[config.mk]
export PLATFORM = sky130hd
export DESIGN_NAME = eth_frame_tx_stage
export DESIGN_NICKNAME = d
export VERILOG_FILES = /design/src/rtl/eth_frame_tx_stage.sv
export SDC_FILE = /design/constraint.sdc
export NUM_CORES = 1
export LEC_CHECK = 0
export CORE_AREA = 5 5 171 173
export CTS_CLUSTER_DIAMETER = 200
export CTS_CLUSTER_SIZE = 24
export DETAILED_ROUTE_END_ITERATION = 6
export DIE_AREA = 0 0 176 178
export GPL_ROUTABILITY_DRIVEN = 0
export PLACE_DENSITY_LB_ADDON = 0.3
export SETUP_SLACK_MARGIN = 0.4
export SYNTH_ARGS = -nofsm -noshare
export SYNTH_HDL_FRONTEND = slang
export SYNTH_SLANG_ARGS = --single-unit
[constraint.sdc]
create_clock -name clk -period 2.65 [get_ports clk]
set_clock_uncertainty 0.2 [all_clocks]
set_input_delay 0.53 -clock clk [delete_from_list [all_inputs] [get_ports clk]]
set_output_delay 0.53 -clock clk [all_outputs]
set_load 0.02 [all_outputs]
[src/rtl/eth_frame_tx_stage.sv]
`default_nettype none
// +--------------------------------------------------------------------------+
// | Module      : eth_frame_tx_stage                                         |
// | Description : Latches a frame header, buffers payload bytes in a FWFT    |
// |               FIFO, and sequences header then payload onto eth_axis_tx.  |
// |               Optional minimum-payload padding with ETH_TX_MIN_PAD_EN.   |
// | Revision    : 1.0 - initial release                                      |
// +--------------------------------------------------------------------------+
module eth_frame_tx_stage #(
  parameter int DEPTH = 16,
  parameter int AW    = 4
) (
  input  logic        clk,
  input  logic        rst,
  input  logic        start_valid,
  output logic        start_ready,
  input  logic [47:0] dest_mac,
  input  logic [47:0] src_mac,
  input  logic [15:0] eth_type,
  input  logic [7:0]  in_data,
  input  logic        in_last,
  input  logic        in_valid,
  output logic        in_ready,
  output logic        s_eth_hdr_valid,
  input  logic        s_eth_hdr_ready,
  output logic [47:0] s_eth_dest_mac,
  output logic [47:0] s_eth_src_mac,
  output logic [15:0] s_eth_type,
  output logic [7:0]  s_eth_payload_axis_tdata,
  output logic        s_eth_payload_axis_tvalid,
  output logic        s_eth_payload_axis_tlast,
  output logic        s_eth_payload_axis_tuser,
  input  logic        s_eth_payload_axis_tready,
  input  logic        busy,
  output logic        frame_done,
  output logic [15:0] byte_count
);

  typedef enum logic [1:0] {
    S_IDLE    = 2'd0,
    S_HDR     = 2'd1,
    S_PAYLOAD = 2'd2,
    S_DONE    = 2'd3
  } state_t;

  state_t      r_state;
  logic [8:0]  r_mem [DEPTH];
  logic [AW:0] r_wr_ptr;
  logic [AW:0] r_rd_ptr;
  logic [15:0] r_byte_count;
  logic [47:0] r_dest;
  logic [47:0] r_src;
  logic [15:0] r_type;

  logic       w_full;
  logic       w_empty;
  logic       w_push;
  logic       w_pop;
  logic [8:0] w_head;
  logic       w_in_payload;
  logic       w_tvalid;
  logic       w_tlast;
  logic [7:0] w_tdata;
  logic       w_beat;

  // Extra pointer MSB distinguishes full from empty when the indices match.
  assign w_full  = (r_wr_ptr[AW] != r_rd_ptr[AW]) && (r_wr_ptr[AW-1:0] == r_rd_ptr[AW-1:0]);
  assign w_empty = (r_wr_ptr == r_rd_ptr);
  assign w_head  = r_mem[r_rd_ptr[AW-1:0]];
  assign w_push  = in_valid && in_ready;

  // Reset gating keeps every handshake output quiet while rst is held.
  assign w_in_payload = (r_state == S_PAYLOAD) && !rst;
  assign w_beat       = w_tvalid && s_eth_payload_axis_tready;

`ifdef ETH_TX_MIN_PAD_EN
  logic r_pad;
  logic w_short;

  // True while this beat would still leave the frame below 46 bytes.
  assign w_short  = ({1'b0, r_byte_count} + 17'd1) < 17'd46;
  assign w_tvalid = w_in_payload && (r_pad || !w_empty);
  assign w_tdata  = (w_in_payload && !r_pad && !w_empty) ? w_head[7:0] : 8'h00;
  assign w_tlast  = w_in_payload && !w_short && (r_pad || (!w_empty && w_head[8]));
  assign w_pop    = w_beat && !r_pad;

  // Pad mode starts when a short frame's last byte leaves and ends on the closing beat.
  always_ff @(posedge clk) begin
    if (rst) begin
      r_pad <= 1'b0;
    end else if (w_beat && !r_pad && w_head[8] && w_short) begin
      r_pad <= 1'b1;
    end else if (w_beat && w_tlast) begin
      r_pad <= 1'b0;
    end
  end
`else
  assign w_tvalid = w_in_payload && !w_empty;
  assign w_tdata  = w_tvalid ? w_head[7:0] : 8'h00;
  assign w_tlast  = w_tvalid && w_head[8];
  assign w_pop    = w_beat;
`endif

  // FIFO storage is not reset; only the pointers define valid contents.
  always_ff @(posedge clk) begin
    if (w_push) begin
      r_mem[r_wr_ptr[AW-1:0]] <= {in_last, in_data};
    end
  end

  // FIFO pointers; reset flushes any buffered payload.
  always_ff @(posedge clk) begin
    if (rst) begin
      r_wr_ptr <= '0;
      r_rd_ptr <= '0;
    end else begin
      if (w_push) r_wr_ptr <= r_wr_ptr + {{AW{1'b0}}, 1'b1};
      if (w_pop)  r_rd_ptr <= r_rd_ptr + {{AW{1'b0}}, 1'b1};
    end
  end

  // Frame sequencer: header latch, header handshake, payload beats, done pulse.
  always_ff @(posedge clk) begin
    if (rst) begin
      r_state      <= S_IDLE;
      r_byte_count <= 16'd0;
      r_dest       <= 48'd0;
      r_src        <= 48'd0;
      r_type       <= 16'd0;
    end else begin
      case (r_state)
        S_IDLE: begin
          if (start_valid) begin
            r_dest       <= dest_mac;
            r_src        <= src_mac;
            r_type       <= eth_type;
            r_byte_count <= 16'd0;
            r_state      <= S_HDR;
          end
        end
        S_HDR: begin
          if (!busy && s_eth_hdr_ready) r_state <= S_PAYLOAD;
        end
        S_PAYLOAD: begin
          if (w_beat) begin
            if (r_byte_count != 16'hFFFF) r_byte_count <= r_byte_count + 16'd1;
            if (w_tlast) r_state <= S_DONE;
          end
        end
        S_DONE: begin
          r_state <= S_IDLE;
        end
        default: begin
          r_state <= S_IDLE;
        end
      endcase
    end
  end

  assign start_ready               = (r_state == S_IDLE) && !rst;
  assign in_ready                  = !w_full && !rst;
  assign s_eth_hdr_valid           = (r_state == S_HDR) && !busy && !rst;
  assign s_eth_dest_mac            = rst ? 48'd0 : r_dest;
  assign s_eth_src_mac             = rst ? 48'd0 : r_src;
  assign s_eth_type                = rst ? 16'd0 : r_type;
  assign s_eth_payload_axis_tdata  = w_tdata;
  assign s_eth_payload_axis_tvalid = w_tvalid;
  assign s_eth_payload_axis_tlast  = w_tlast;
  assign s_eth_payload_axis_tuser  = 1'b0;
  assign frame_done                = (r_state == S_DONE) && !rst;
  assign byte_count                = rst ? 16'd0 : r_byte_count;

endmodule
`default_nettype wire

==> report_table.html <==
<table>
<tr><th>Metric</th><th>Value</th></tr>
<tr><th colspan="2">Logic synthesis</th></tr>
<tr><td>Fraction of registers with async set or reset after synthesis</td><td>0</td></tr>
<tr><td>Top post-synthesis cells by count</td><td>sky130_fd_sc_hd__nand2_1, sky130_fd_sc_hd__dfxtp_1, sky130_fd_sc_hd__edfxtp_1</td></tr>
<tr><td>Synthesized netlist net count</td><td>1212</td></tr>
<tr><td>Total number of yosys warnings</td><td>0</td></tr>
<tr><td>Sequential-to-total area share from yosys stat</td><td>0.593</td></tr>
<tr><td>Number of instances in the synthesized netlist</td><td>1073</td></tr>
<tr><td>Synthesized area per cell</td><td>11.3 µm²</td></tr>
<tr><td>Biggest area contributors in the synthesized netlist</td><td>sky130_fd_sc_hd__edfxtp_1, sky130_fd_sc_hd__dfxtp_1, sky130_fd_sc_hd__nand2_1</td></tr>
<tr><td>Most numerous cell in the Yosys netlist</td><td>sky130_fd_sc_hd__nand2_1</td></tr>
<tr><td>Number of synthesized register bits</td><td>288</td></tr>
<tr><td>Distinct cells, synth</td><td>51</td></tr>
<tr><td>Prevailing post-synth register cell</td><td>sky130_fd_sc_hd__edfxtp_1</td></tr>
<tr><td>Netlist area before placement</td><td>between 10000 and 15000 µm²</td></tr>
<tr><td>Post-synth EDFFs</td><td>144</td></tr>
<tr><td>Share of Yosys cell area claimed by the top area cell type</td><td>0.356</td></tr>
<tr><td>Cell type contributing the most total cell area after synthesis</td><td>sky130_fd_sc_hd__edfxtp_1</td></tr>
<tr><th colspan="2">STA</th></tr>
<tr><td>F_max</td><td>around 0.31 GHz</td></tr>
<tr><td>Final setup margin</td><td>-619 ps</td></tr>
<tr><td>Final-report max-slew violation count</td><td>0</td></tr>
<tr><td>RSZ-0062 raised after global routing</td><td>yes</td></tr>
<tr><td>Final period utilization</td><td>1.23</td></tr>
<tr><td>Total Neg Setup Slack</td><td>-4850 ps</td></tr>
<tr><td>Time the worst path needs with I/O delays and setup</td><td>3270 ps</td></tr>
<tr><td>Worst-Margin Slew</td><td>588 ps</td></tr>
<tr><td>Hold Fails Final Rpt</td><td>0</td></tr>
<tr><td>Final setup vio count</td><td>9</td></tr>
<tr><td>Worst slew margin</td><td>0.607</td></tr>
<tr><th colspan="2">Status</th></tr>
<tr><td>Violated checks</td><td>negative setup slack</td></tr>
<tr><td>Result of the run</td><td>complete, but fails checks</td></tr>
<tr><th colspan="2">Finish</th></tr>
<tr><td>Syn-to-layout area delta</td><td>36.3%</td></tr>
<tr><td>Post-Layout Cell Count</td><td>between 1500 and 2000</td></tr>
<tr><td>Register Area</td><td>slightly above 7000 µm²</td></tr>
<tr><td>Footprint of the multi-input gates</td><td>4750 µm²</td></tr>
<tr><td>Final-stage net count</td><td>~1500</td></tr>
<tr><td>Layout cell share with drive strength beyond 1</td><td>0.208</td></tr>
<tr><td>Final-layout fill cell count</td><td>2249</td></tr>
<tr><th colspan="2">Clocking</th></tr>
<tr><td>Max Buffers Root-to-Sink</td><td>3</td></tr>
<tr><td>Count of clock tree sinks</td><td>~290</td></tr>
<tr><td>Clock latency reported for the late side of the worst-skew pair</td><td>510 ps</td></tr>
<tr><td>Number of buffers inserted during clock tree synthesis</td><td>15</td></tr>
<tr><td>Quantity of hold-fixing buffers added after cts</td><td>0</td></tr>
<tr><td>Clock-pin transition on the worst setup and hold timing paths</td><td>100 ps</td></tr>
<tr><td>CTS tree</td><td>done</td></tr>
<tr><td>Clock root buffer</td><td>sky130_fd_sc_hd__clkbuf_16</td></tr>
<tr><td>Number of H-tree levels</td><td>1</td></tr>
<tr><th colspan="2">Global routing</th></tr>
<tr><td>Total routing resource utilization after global routing</td><td>0.210</td></tr>
<tr><td>Pin count of the biggest net entering global routing</td><td>between 70 and 80</td></tr>
<tr><td>Wire length of the first global-routing pass</td><td>51900 µm</td></tr>
<tr><td>Number of global-route vias before repair</td><td>8974</td></tr>
<tr><td>Remaining global-route overflow</td><td>0</td></tr>
<tr><td>Initial antenna violation count</td><td>0</td></tr>
<tr><th colspan="2">Placed design</th></tr>
<tr><td>Post-placement cell count</td><td>1676</td></tr>
<tr><td>DP HPWL</td><td>22800 µm</td></tr>
<tr><td>Port bufs</td><td>roughly 270</td></tr>
<tr><td>Placement Setup Slack</td><td>-422 ps</td></tr>
<tr><th colspan="2">Routing</th></tr>
<tr><td>Met3 Routed Length</td><td>2820 µm</td></tr>
<tr><td>Routed len/inst</td><td>19.7 µm</td></tr>
<tr><td>Highest layer used for signal routing</td><td>met4</td></tr>
<tr><td>Remaining antenna violation count after routing</td><td>0</td></tr>
<tr><td>DRT Pass-1 Iters</td><td>6</td></tr>
<tr><td>Wire length on met2</td><td>17400 µm</td></tr>
<tr><td>Wirelength, routed</td><td>34100 µm</td></tr>
<tr><td>Metal1 wirelength</td><td>13200 µm</td></tr>
<tr><td>Detail-routed via count per cell</td><td>5.26</td></tr>
<tr><td>Count of unresolved DRC violations after routing</td><td>0</td></tr>
<tr><td>Vias after detailed routing</td><td>approximately 9100</td></tr>
<tr><td>First-iteration detailed-routing DRC count</td><td>715</td></tr>
<tr><th colspan="2">Min path</th></tr>
<tr><td>Hold Path Origin</td><td>r_src[34]$_SDFFE_PP0P_</td></tr>
<tr><td>Hold WC Path Type</td><td>flip-flop to flip-flop</td></tr>
<tr><td>Worst hold stages</td><td>2</td></tr>
<tr><td>End point of the worst hold path</td><td>r_src[34]$_SDFFE_PP0P_</td></tr>
<tr><th colspan="2">Die</th></tr>
<tr><td>Number of placement rows</td><td>61</td></tr>
<tr><td>Total Die Area</td><td>~31000 µm²</td></tr>
<tr><td>Starting density of the core</td><td>0.442</td></tr>
<tr><td>DIE WIDTH</td><td>176 µm</td></tr>
<tr><td>Number of placed I/O pins</td><td>271</td></tr>
<tr><td>Floorplan die height</td><td>about 180 µm</td></tr>
<tr><td>Total core area</td><td>27500 µm²</td></tr>
<tr><th colspan="2">Worst setup path</th></tr>
<tr><td>Data required, critical path</td><td>1920 ps</td></tr>
<tr><td>CP max FO</td><td>5</td></tr>
<tr><td>Reg2Reg Setup Slack</td><td>120 ps</td></tr>
<tr><td>Critical Path Source Type</td><td>flip-flop</td></tr>
<tr><td>Worst r2r path cells</td><td>12</td></tr>
<tr><td>Endpoint type of the worst setup path</td><td>primary output</td></tr>
<tr><td>Type of the worst setup path</td><td>flip-flop to primary output</td></tr>
<tr><td>Terminus of the critical flop-to-flop path</td><td>r_state[1]$_SDFFE_PP0P_</td></tr>
<tr><td>Crit path DAT</td><td>between 2000 and 3000 ps</td></tr>
<tr><th colspan="2">Power and ir drop</th></tr>
<tr><td>Leakage component of the power</td><td>6.16 nW</td></tr>
<tr><td>Worst IR drop on VDD</td><td>0.465 mV</td></tr>
<tr><td>Tot Pwr</td><td>0.0107 W</td></tr>
<tr><td>Total power divided by cell area</td><td>646 nW/µm²</td></tr>
<tr><th colspan="2">Flow run</th></tr>
<tr><td>Max_cap viols</td><td>0</td></tr>
</table>
==> cell usage in the layout (no fill, tap or decap), types with 27 or more instances in the layout <==
master and instances:
sky130_fd_sc_hd__dfxtp_1 131, sky130_fd_sc_hd__buf_4 42, sky130_fd_sc_hd__mux4_2 44, sky130_fd_sc_hd__nor2b_1 121, sky130_fd_sc_hd__edfxtp_1 144, sky130_fd_sc_hd__nor2_1 27, sky130_fd_sc_hd__buf_12 31, sky130_fd_sc_hd__clkdlybuf4s50_1 126
sky130_fd_sc_hd__dlygate4sd2_1 73, sky130_fd_sc_hd__nand2_1 236, sky130_fd_sc_hd__a21oi_1 118, sky130_fd_sc_hd__clkbuf_2 39
==> flip-flops by register name, summed over array words and instances (netlist names), named ones only <==
| signal | flops |
|---|---|
| r_state | 2 |
| r_byte_count | 16 |
| r_src | 48 |
| r_rd_ptr | 5 |
| r_type | 16 |
| r_dest | 48 |
| r_wr_ptr | 5 |
| r_mem | 144 |
==> critical path: stages (launching register included) <==
cell,delay (ps)
sky130_fd_sc_hd__dfxtp_4,420
sky130_fd_sc_hd__buf_12,120
sky130_fd_sc_hd__buf_12,100
sky130_fd_sc_hd__buf_16,110
sky130_fd_sc_hd__mux4_2,500
sky130_fd_sc_hd__mux4_2,490
sky130_fd_sc_hd__and3_4,160
sky130_fd_sc_hd__buf_6,120
==> stage by stage <==
| step | hold WS (ps) | utilization | cell area (µm²) |
|---|---|---|---|
| final | 254 | 0.603 | 16600 |
| after global routing | 272 | 0.603 | 16600 |
| after global placement | 237 | 0.575 | 15800 |
| after floorplan | 232 | - | 12200 |
| after detailed placement | 242 | 0.575 | 15800 |
| after CTS | 256 | 0.604 | 16600 |
==> power breakdown <==
part	internal (W)	leakage (nW)	switching [W]	total, W
sequential	0.00502	2.48	0.000161	0.00518
combinational	0.00131	3.48	0.00172	0.00303
clock	0.00108	0.199	0.00140	0.00247
==> repair_timing <==
| action | in CTS | in global routing |
|---|---|---|
| cloned | 6 | 1 |
| setup buffers | 11 | 9 |
| pin swaps | 13 | 10 |
| setup endpoints to repair | 209 | 171 |
| resized for setup | 295 | 105 |
==> logic make-up after synthesis <==
| family | after synthesis | synth area share |
|---|---|---|
| buffers and inverters | 90 | 0.0324 |
| and+or+nand+nor | 455 | 0.176 |
| AOI/OAI and AO/OA | 169 | 0.0833 |
| other | 1 | 0.000309 |
| DFF | 288 | 0.593 |
| adders and majority gates | 11 | 0.0113 |
| muxes | 49 | 0.0957 |
| xor gates and xnor gates | 10 | 0.00721 |
==> final cells by class <==
class	count	share of cell area
clock buffers	23	0.0245
clock inverters	1	0.000529
inverters	16	0.00363
diodes	1	0.000151
multi-input cells	695	0.287
repair buffers	358	0.222
well taps	346	0.0261
flip-flops and latches	288	0.437
==> per-layer routing <==
layer / vias to the layer above / GRT usage
li1: 4330 / -
met1: 4410 / 0.271
met2: 321 / 0.364
met3: 34 / 0.0526
met4: 0 / 0.0419
met5: - / 0
==> how the worst max path moves through the flow <==
stage / start / to / slack, ps / cells after the start
2_1_floorplan: flip-flop / s_eth_payload_axis_tdata[0] / 170 / 5
5_1_grt: flip-flop / s_eth_payload_axis_tdata[5] / -690 / 7
6_report: flip-flop / s_eth_payload_axis_tdata[5] / -620 / 7
3_3_place_gp: flip-flop / s_eth_payload_axis_tdata[3] / -380 / 5
3_5_place_dp: flip-flop / s_eth_payload_axis_tdata[0] / -420 / 5
4_1_cts: flip-flop / s_eth_payload_axis_tdata[5] / -600 / 7
Power figures use the tool's default switching activity.
